`src/rtl/mem_access_unit_ysyx23060136.sv`:
```
// rtl/mem_access_unit_ysyx23060136.sv - MEM-stage AXI4-Lite load/store engine
//
// Purpose:
//   Turns the one-cycle load/store pulses coming out of the EX/MEM segment
//   register into single AXI4-Lite read or write transactions. It raises a
//   stall request while a transaction is in flight and returns size-formatted,
//   sign/zero-extended load data to the MEM/WB path with a one-cycle done pulse.
//
// Ports:
//   clk, rst                  clock, synchronous active-high reset
//   MEM_i_raddr_change        load request pulse (wins over a same-cycle store)
//   MEM_i_waddr_change        store request pulse
//   MEM_i_ALU_ALUout          effective byte address
//   MEM_i_rs2_data            store data, low bits valid
//   MEM_i_mem_*               one-hot access size / signedness
//   ar*, r*                   AXI4-Lite read address / read data channels
//   aw*, w*, b*               AXI4-Lite write address / data / response channels
//   MEM_o_rdata               formatted load result, valid with MEM_o_done
//   MEM_o_done                one-cycle completion pulse
//   MEM_o_busy                stall request to the forward unit
//   MEM_o_err                 qualifies MEM_o_done: misaligned or non-OKAY response

module mem_access_unit_ysyx23060136 #(
   parameter int ADDR_WIDTH = 32
) (
   input  logic                  clk,
   input  logic                  rst,

   input  logic                  MEM_i_raddr_change,
   input  logic                  MEM_i_waddr_change,
   input  logic [31:0]           MEM_i_ALU_ALUout,
   input  logic [31:0]           MEM_i_rs2_data,
   input  logic                  MEM_i_mem_byte,
   input  logic                  MEM_i_mem_half,
   input  logic                  MEM_i_mem_word,
   input  logic                  MEM_i_mem_byte_u,
   input  logic                  MEM_i_mem_half_u,

   output logic [ADDR_WIDTH-1:0] araddr,
   output logic                  arvalid,
   input  logic                  arready,

   input  logic [31:0]           rdata,
   input  logic [1:0]            rresp,
   input  logic                  rvalid,
   output logic                  rready,

   output logic [ADDR_WIDTH-1:0] awaddr,
   output logic                  awvalid,
   input  logic                  awready,

   output logic [31:0]           wdata,
   output logic [3:0]            wstrb,
   output logic                  wvalid,
   input  logic                  wready,

   input  logic [1:0]            bresp,
   input  logic                  bvalid,
   output logic                  bready,

   output logic [31:0]           MEM_o_rdata,
   output logic                  MEM_o_done,
   output logic                  MEM_o_busy,
   output logic                  MEM_o_err
);

   typedef enum logic [2:0] {
      S_IDLE,
      S_RD_ADDR,
      S_RD_DATA,
      S_WR_REQ,
      S_WR_RESP,
      S_FAULT
   } state_e;

   state_e                  state_q, state_d;

   logic [ADDR_WIDTH-1:0]   araddr_q, araddr_d;
   logic                    arvalid_q, arvalid_d;
   logic                    rready_q, rready_d;
   logic [ADDR_WIDTH-1:0]   awaddr_q, awaddr_d;
   logic                    awvalid_q, awvalid_d;
   logic [31:0]             wdata_q, wdata_d;
   logic [3:0]              wstrb_q, wstrb_d;
   logic                    wvalid_q, wvalid_d;
   logic                    bready_q, bready_d;

   // Load formatting context, captured when the load is accepted.
   logic [1:0]              off_q, off_d;
   logic                    ld_byte_q, ld_byte_d;
   logic                    ld_byte_u_q, ld_byte_u_d;
   logic                    ld_half_q, ld_half_d;
   logic                    ld_half_u_q, ld_half_u_d;

   logic [31:0]             rdata_q, rdata_d;
   logic                    done_q, done_d;
   logic                    err_q, err_d;

   // Request decode from the EX/MEM register
   logic                    req_half;
   logic                    req_misaligned;
   logic [ADDR_WIDTH-1:0]   req_addr;
   logic [3:0]              st_wstrb;
   logic [31:0]             st_wdata;

   // Load data formatting
   logic [7:0]              ld_byte_sel;
   logic [15:0]             ld_half_sel;
   logic [31:0]             ld_fmt;

   // Write channel: a channel counts as accepted once its valid has dropped
   // or it is handshaking in the current cycle.
   logic                    aw_ok;
   logic                    w_ok;

   assign req_half       = MEM_i_mem_half | MEM_i_mem_half_u;
   assign req_misaligned = (req_half & MEM_i_ALU_ALUout[0])
                         | (MEM_i_mem_word & (MEM_i_ALU_ALUout[1:0] != 2'b00));
   assign req_addr       = ADDR_WIDTH'(MEM_i_ALU_ALUout);

   always_comb begin
      st_wstrb = 4'hF;
      st_wdata = MEM_i_rs2_data;
      if (MEM_i_mem_byte) begin
         st_wstrb = 4'b0001 << MEM_i_ALU_ALUout[1:0];
         st_wdata = {4{MEM_i_rs2_data[7:0]}};
      end else if (req_half) begin
         st_wstrb = 4'b0011 << {MEM_i_ALU_ALUout[1], 1'b0};
         st_wdata = {2{MEM_i_rs2_data[15:0]}};
      end
   end

   // Lane selection is equivalent to shifting rdata right by 8*offset.
   always_comb begin
      ld_byte_sel = rdata[7:0];
      case (off_q)
         2'd0:    ld_byte_sel = rdata[7:0];
         2'd1:    ld_byte_sel = rdata[15:8];
         2'd2:    ld_byte_sel = rdata[23:16];
         default: ld_byte_sel = rdata[31:24];
      endcase
      ld_half_sel = off_q[1] ? rdata[31:16] : rdata[15:0];

      ld_fmt = rdata;
      if (ld_byte_q) begin
         ld_fmt = {{24{ld_byte_sel[7]}}, ld_byte_sel};
      end else if (ld_byte_u_q) begin
         ld_fmt = {24'h0, ld_byte_sel};
      end else if (ld_half_q) begin
         ld_fmt = {{16{ld_half_sel[15]}}, ld_half_sel};
      end else if (ld_half_u_q) begin
         ld_fmt = {16'h0, ld_half_sel};
      end
   end

   assign aw_ok = ~awvalid_q | awready;
   assign w_ok  = ~wvalid_q  | wready;

   always_comb begin
      state_d     = state_q;
      araddr_d    = araddr_q;
      arvalid_d   = arvalid_q;
      rready_d    = rready_q;
      awaddr_d    = awaddr_q;
      awvalid_d   = awvalid_q;
      wdata_d     = wdata_q;
      wstrb_d     = wstrb_q;
      wvalid_d    = wvalid_q;
      bready_d    = bready_q;
      off_d       = off_q;
      ld_byte_d   = ld_byte_q;
      ld_byte_u_d = ld_byte_u_q;
      ld_half_d   = ld_half_q;
      ld_half_u_d = ld_half_u_q;
      rdata_d     = rdata_q;
      done_d      = 1'b0;
      err_d       = 1'b0;

      case (state_q)
         S_IDLE: begin
            if (MEM_i_raddr_change) begin
               off_d       = MEM_i_ALU_ALUout[1:0];
               ld_byte_d   = MEM_i_mem_byte;
               ld_byte_u_d = MEM_i_mem_byte_u;
               ld_half_d   = MEM_i_mem_half;
               ld_half_u_d = MEM_i_mem_half_u;
               if (req_misaligned) begin
                  state_d = S_FAULT;
               end else begin
                  state_d   = S_RD_ADDR;
                  araddr_d  = req_addr;
                  arvalid_d = 1'b1;
               end
            end else if (MEM_i_waddr_change) begin
               if (req_misaligned) begin
                  state_d = S_FAULT;
               end else begin
                  state_d   = S_WR_REQ;
                  awaddr_d  = req_addr;
                  awvalid_d = 1'b1;
                  wdata_d   = st_wdata;
                  wstrb_d   = st_wstrb;
                  wvalid_d  = 1'b1;
               end
            end
         end

         S_RD_ADDR: begin
            if (arready) begin
               arvalid_d = 1'b0;
               rready_d  = 1'b1;
               state_d   = S_RD_DATA;
            end
         end

         S_RD_DATA: begin
            if (rvalid) begin
               rready_d = 1'b0;
               state_d  = S_IDLE;
               done_d   = 1'b1;
               err_d    = (rresp != 2'b00);
               rdata_d  = ld_fmt;
            end
         end

         S_WR_REQ: begin
            if (awready) begin
               awvalid_d = 1'b0;
            end
            if (wready) begin
               wvalid_d = 1'b0;
            end
            if (aw_ok && w_ok) begin
               bready_d = 1'b1;
               state_d  = S_WR_RESP;
            end
         end

         S_WR_RESP: begin
            if (bvalid) begin
               bready_d = 1'b0;
               state_d  = S_IDLE;
               done_d   = 1'b1;
               err_d    = (bresp != 2'b00);
               rdata_d  = 32'h0;
            end
         end

         S_FAULT: begin
            state_d = S_IDLE;
            done_d  = 1'b1;
            err_d   = 1'b1;
            rdata_d = 32'h0;
         end

         default: begin
            state_d = S_IDLE;
         end
      endcase
   end

   always_ff @(posedge clk) begin
      if (rst) begin
         state_q     <= S_IDLE;
         araddr_q    <= '0;
         arvalid_q   <= 1'b0;
         rready_q    <= 1'b0;
         awaddr_q    <= '0;
         awvalid_q   <= 1'b0;
         wdata_q     <= 32'h0;
         wstrb_q     <= 4'h0;
         wvalid_q    <= 1'b0;
         bready_q    <= 1'b0;
         off_q       <= 2'b00;
         ld_byte_q   <= 1'b0;
         ld_byte_u_q <= 1'b0;
         ld_half_q   <= 1'b0;
         ld_half_u_q <= 1'b0;
         rdata_q     <= 32'h0;
         done_q      <= 1'b0;
         err_q       <= 1'b0;
      end else begin
         state_q     <= state_d;
         araddr_q    <= araddr_d;
         arvalid_q   <= arvalid_d;
         rready_q    <= rready_d;
         awaddr_q    <= awaddr_d;
         awvalid_q   <= awvalid_d;
         wdata_q     <= wdata_d;
         wstrb_q     <= wstrb_d;
         wvalid_q    <= wvalid_d;
         bready_q    <= bready_d;
         off_q       <= off_d;
         ld_byte_q   <= ld_byte_d;
         ld_byte_u_q <= ld_byte_u_d;
         ld_half_q   <= ld_half_d;
         ld_half_u_q <= ld_half_u_d;
         rdata_q     <= rdata_d;
         done_q      <= done_d;
         err_q       <= err_d;
      end
   end

   assign araddr      = araddr_q;
   assign arvalid     = arvalid_q;
   assign rready      = rready_q;
   assign awaddr      = awaddr_q;
   assign awvalid     = awvalid_q;
   assign wdata       = wdata_q;
   assign wstrb       = wstrb_q;
   assign wvalid      = wvalid_q;
   assign bready      = bready_q;
   assign MEM_o_rdata = rdata_q;
   assign MEM_o_done  = done_q;
   assign MEM_o_err   = err_q;

   // The stall must cover the pulse cycle itself, before the FSM has moved.
   assign MEM_o_busy  = (state_q != S_IDLE)
                      | (MEM_i_raddr_change | MEM_i_waddr_change);

endmodule

```
`config.mk`:
```
export PLATFORM = sky130hd
export DESIGN_NAME = mem_access_unit_ysyx23060136
export DESIGN_NICKNAME = d
export VERILOG_FILES = /design/src/rtl/mem_access_unit_ysyx23060136.sv
export SDC_FILE = /design/constraint.sdc
export NUM_CORES = 1
export LEC_CHECK = 0
export CAP_MARGIN = 20
export CORE_ASPECT_RATIO = 1.75
export CORE_MARGIN = 8
export CORE_UTILIZATION = 50
export DETAILED_ROUTE_END_ITERATION = 8
export DONT_BUFFER_PORTS = 1
export SLEW_MARGIN = 10
export SYNTH_ARGS = -nofsm -noshare
export SYNTH_HDL_FRONTEND = slang
export SYNTH_SLANG_ARGS = --single-unit
```
`constraint.sdc`:
```
create_clock -name clk -period 2.1 [get_ports clk]
set_input_delay 0.315 -clock clk [delete_from_list [all_inputs] [get_ports clk]]
set_output_delay 0.315 -clock clk [all_outputs]
set_load 0.01 [all_outputs]
```
==> tab_implementation.tex <==
\begin{tabular}{lr}
\hline
Metric & Value \\
\hline
\multicolumn{2}{l}{\textbf{Status}} \\
\quad Outcome & finished, final reports clean \\
\multicolumn{2}{l}{\textbf{Floorplanning}} \\
\quad FP Rows & 55 \\
\quad Initial Utilization & 50.8\% \\
\quad Die Wd & around 100 um \\
\quad I/O pin cnt & between 200 and 300 \\
\quad Core area & 0.0129 sq mm \\
\quad Die Y-Extent & 167 um \\
\quad Overall die area & around 0.017 sq mm \\
\multicolumn{2}{l}{\textbf{Setup path}} \\
\quad Worst-case register-to-register setup slack & 0.14 ns \\
\quad Required @ worst endpoint & 2.45 ns \\
\quad Startpoint-to-endpoint class of the critical path & reg2reg \\
\quad Number of buffer and inverter instances along the worst setup path & 0 \\
\quad Startpoint types & register \\
\quad Top fanout value on the critical path & 13 \\
\quad List of cells traversed by the critical path & and4bb\_2, a21oi\_2, nor2b\_1, a22o\_1 \\
\quad Highest cell delay on the worst timing path & between 0.6 and 0.7 ns \\
\quad Category of the worst setup path capture point & register \\
\quad Cell type of the slowest stage on the worst timing path & sky130\_fd\_sc\_hd\_\_dfxtp\_1 \\
\quad Family of cells with the greatest summed delay on the critical path & simple AND/OR/NAND/NOR gates \\
\quad Worst EP arrival & 2.31 ns \\
\multicolumn{2}{l}{\textbf{Timing}} \\
\quad Headroom to the max-slew limit & 59.9\% \\
\quad Fin crit share & just over 90\% \\
\quad Worst clock skew & around 0.0077 ns \\
\quad Final count of hold timing violations & 0 \\
\quad Total negative setup slack & 0 ns \\
\quad Fin. max-slew vios & 0 \\
\quad Achievable frequency & 511 MHz \\
\quad Measured slew at the worst slew-check pin & 0.600 ns \\
\quad Crit path time final & 1.96 ns \\
\quad Unrepaired setup endpoints after global routing & no \\
\quad Number of endpoints failing setup at the final stage & 0 \\
\multicolumn{2}{l}{\textbf{GRT}} \\
\quad Total global routing track utilization & 23.1\% \\
\quad Global-route congestion overflow total & 0 \\
\quad Number of antenna violations at the first check in global routing & 0 \\
\quad Wire length of the first global-routing pass & 30600 um \\
\quad Maximum number of pins on one net before global-route repair & 143 \\
\quad Number of global-route vias before repair & 5523 \\
\multicolumn{2}{l}{\textbf{Clock network}} \\
\quad H-tree Lvls & 4 \\
\quad Number of clock sinks & 148 \\
\quad Clock latency reported for the late side of the worst-skew pair & between 0.4 and 0.5 ns \\
\quad Num CTS Buffers & 17 \\
\quad Clock tree from TritonCTS & yes \\
\quad Max Buffers Root-to-Sink & 2 \\
\quad Buffer cell driving the clock tree root & sky130\_fd\_sc\_hd\_\_clkbuf\_16 \\
\quad Clock-pin slew of the registers on the worst-case setup and hold paths & 0.07 ns \\
\multicolumn{2}{l}{\textbf{Synthesis}} \\
\quad Synthesis warning total & 0 \\
\quad Cell area after synthesis & 0.00654 sq mm \\
\quad Most used DFF post-synth & sky130\_fd\_sc\_hd\_\_dfxtp\_1 \\
\quad Most area-consuming cells after synthesis & sky130\_fd\_sc\_hd\_\_dfxtp\_1, sky130\_fd\_sc\_hd\_\_nand2\_1, sky130\_fd\_sc\_hd\_\_a21oi\_1 \\
\quad Number of synthesized register bits & approximately 150 \\
\quad Library cells used by synthesis & 46 \\
\quad Part of the Yosys area used for sequential elements & 45.3\% \\
\quad Dominant cell type by area after synthesis & sky130\_fd\_sc\_hd\_\_dfxtp\_1 \\
\quad Most numerous cell in the Yosys netlist & sky130\_fd\_sc\_hd\_\_nand2\_1 \\
\quad Share of synthesized flip-flops with an asynchronous set or reset & 0\% \\
\quad Proportion of netlist area held by the largest area contributor & 45.3\% \\
\quad Number of flops mapped to enable cells by yosys & 0 \\
\quad Number of instances in the synthesized netlist & 787 \\
\quad Post-synthesis average cell area & 8.31 sq um \\
\quad Commonest cells post-synth & sky130\_fd\_sc\_hd\_\_nand2\_1, sky130\_fd\_sc\_hd\_\_dfxtp\_1, sky130\_fd\_sc\_hd\_\_a21oi\_1 \\
\quad Nets in the synthesized netlist & approximately 900 \\
\multicolumn{2}{l}{\textbf{Hold path}} \\
\quad Worst Hold Class & in2reg \\
\multicolumn{2}{l}{\textbf{Drt}} \\
\quad Vias post-DR & 5661 \\
\quad Drc violations & 0 \\
\quad Routed length per instance & 21.7 um \\
\quad Aggregate routed wire length & $\sim$21000 um \\
\quad Number of iterations in the first detailed-routing pass & 4 \\
\quad Number of DRC markers in iteration 0 & about 250 \\
\quad Antenna Nets Post-Route & 0 \\
\quad Post-DR vias/cell & 5.88 \\
\multicolumn{2}{l}{\textbf{Power}} \\
\quad Final total power & around 8.5 mW \\
\quad Peak supply drop & 0.712 mV \\
\quad Leakage & 2.65 nW \\
\quad Power per standard cell area & 1140 mW/mm\^{}2 \\
\multicolumn{2}{l}{\textbf{Cells and area}} \\
\quad Net count reported at finish & between 800 and 900 \\
\quad Fraction of layout cells with a size suffix above 1 & 11.5\% \\
\quad Fill count & 1208 \\
\quad Final Core Density & 57.7\% \\
\quad P\&R area growth vs syn & 13.5\% \\
\multicolumn{2}{l}{\textbf{Run}} \\
\quad Max-cap violations & 0 \\
\multicolumn{2}{l}{\textbf{Place}} \\
\quad DPL Wire Length & 15500 um \\
\quad Final Wtd Congestion & 0.913 \\
\quad I/O Buffers & 0 \\
\hline
\end{tabular}
-- stage by stage --
stage          instances  instance area, sq um  worst slack (ns)  hold WS (ns)
2_1_floorplan        787                  6540             0.511         0.411
3_3_place_gp         914                  6660             0.267         0.403
3_5_place_dp         914                  6660             0.198         0.407
4_1_cts              956                  7360            0.0937       -0.0237
5_1_grt              961                  7420          0.000941       -0.0373
6_report             962                  7420             0.143       0.00684
-- flip-flops by register name, summed over array words and instances, names as in the netlist, 2 cells and up --
name         count
off_q            2
wstrb            4
wdata           32
araddr          32
state_q          3
awaddr          32
MEM_o_rdata     32
-- cell families after synthesis --
logic type / count (synthesis) / synth area share (%)
buffers and inverters: 72 / 5.32
flip-flops: 148 / 45.3
AND/OR/NAND/NOR: 295 / 19.7
multiplexers: 38 / 7.52
AO/OA/AOI/OAI: 234 / 22.2
-- cell type report --
type	instances	area (sq um)	share of cell area (%)
clock inverters	14	159	2.14
inverters	3	11.3	0.152
clock buffers	18	439	5.92
multi-input cells	567	3260	43.9
flip-flops and latches	148	2960	39.9
diodes	1	2.50	0.0337
well taps	171	214	2.88
repair buffers	40	378	5.09
-- path summary, 6_finish.rpt --
path,end,start,depth (start not counted)
setup / recovery,MEM_o_rdata[1],state_q[0],4
hold / removal,MEM_o_rdata[13],rst,1
setup reg to reg,MEM_o_rdata[1],state_q[0],4
hold reg to reg,MEM_o_rdata[13],MEM_o_rdata[13],2
-- worst reg2reg max path, cell delays in order, from the launching register on --
cell                       delay [ns]
sky130_fd_sc_hd__dfxtp_1         0.62
sky130_fd_sc_hd__and4bb_2        0.36
sky130_fd_sc_hd__a21oi_2         0.16
sky130_fd_sc_hd__nor2b_1         0.53
sky130_fd_sc_hd__a22o_1          0.24
-- cells in the final DEF, fill, tap and decap left out, types with 2 or more instances in the layout --
master / count
sky130_fd_sc_hd__nand2_1: 198
sky130_fd_sc_hd__dfxtp_1: 148
sky130_fd_sc_hd__a21oi_1: 126
sky130_fd_sc_hd__nor2_1: 47
sky130_fd_sc_hd__a211oi_1: 37
sky130_fd_sc_hd__buf_4: 25
sky130_fd_sc_hd__mux2i_1: 21
sky130_fd_sc_hd__clkbuf_16: 17
sky130_fd_sc_hd__a21o_1: 16
sky130_fd_sc_hd__nor3b_1: 16
sky130_fd_sc_hd__nand2b_1: 13
sky130_fd_sc_hd__dlygate4sd3_1: 11
sky130_fd_sc_hd__mux2_2: 9
sky130_fd_sc_hd__a31oi_1: 9
sky130_fd_sc_hd__o211ai_1: 9
sky130_fd_sc_hd__mux4_2: 8
sky130_fd_sc_hd__o31ai_1: 8
sky130_fd_sc_hd__a22o_1: 8
sky130_fd_sc_hd__inv_6: 6
sky130_fd_sc_hd__nor3_1: 5
sky130_fd_sc_hd__o21ai_0: 5
sky130_fd_sc_hd__nor2b_1: 4
sky130_fd_sc_hd__buf_12: 4
sky130_fd_sc_hd__inv_1: 3
sky130_fd_sc_hd__clkinv_4: 3
sky130_fd_sc_hd__inv_8: 3
sky130_fd_sc_hd__nor3_2: 2
sky130_fd_sc_hd__a21oi_2: 2
sky130_fd_sc_hd__o21a_1: 2
sky130_fd_sc_hd__a311oi_1: 2
sky130_fd_sc_hd__or4b_1: 2
sky130_fd_sc_hd__or3_1: 2
-- layer usage --
layer | vias to the layer above | part of all wire, % | GRT usage, %
li1 | 2705 | - | -
met1 | 2636 | 31 | 21.0
met2 | 257 | 51 | 39.4
met3 | 63 | 12 | 10.8
met4 | 0 | 5.7 | 15.3
met5 | - | 0 | 0
-- what timing repair did --
item,4_1_cts,5_1_grt
endpoints found under the setup margin,0,2
hold buffers,10,2
gates resized for setup,0,1
setup buffers,0,3
hold endpoints to repair,114,32
-- power by group --
| group | switching (mW) | internal, mW | leakage (nW) |
|---|---|---|---|
| registers | 0.457 | 3.11 | 1.20 |
| clock network | 1.32 | 1.73 | 0.295 |
| logic | 1.04 | 0.827 | 1.15 |
| total | 2.82 | 5.66 | 2.65 |
(Power assumes the default switching activity.)
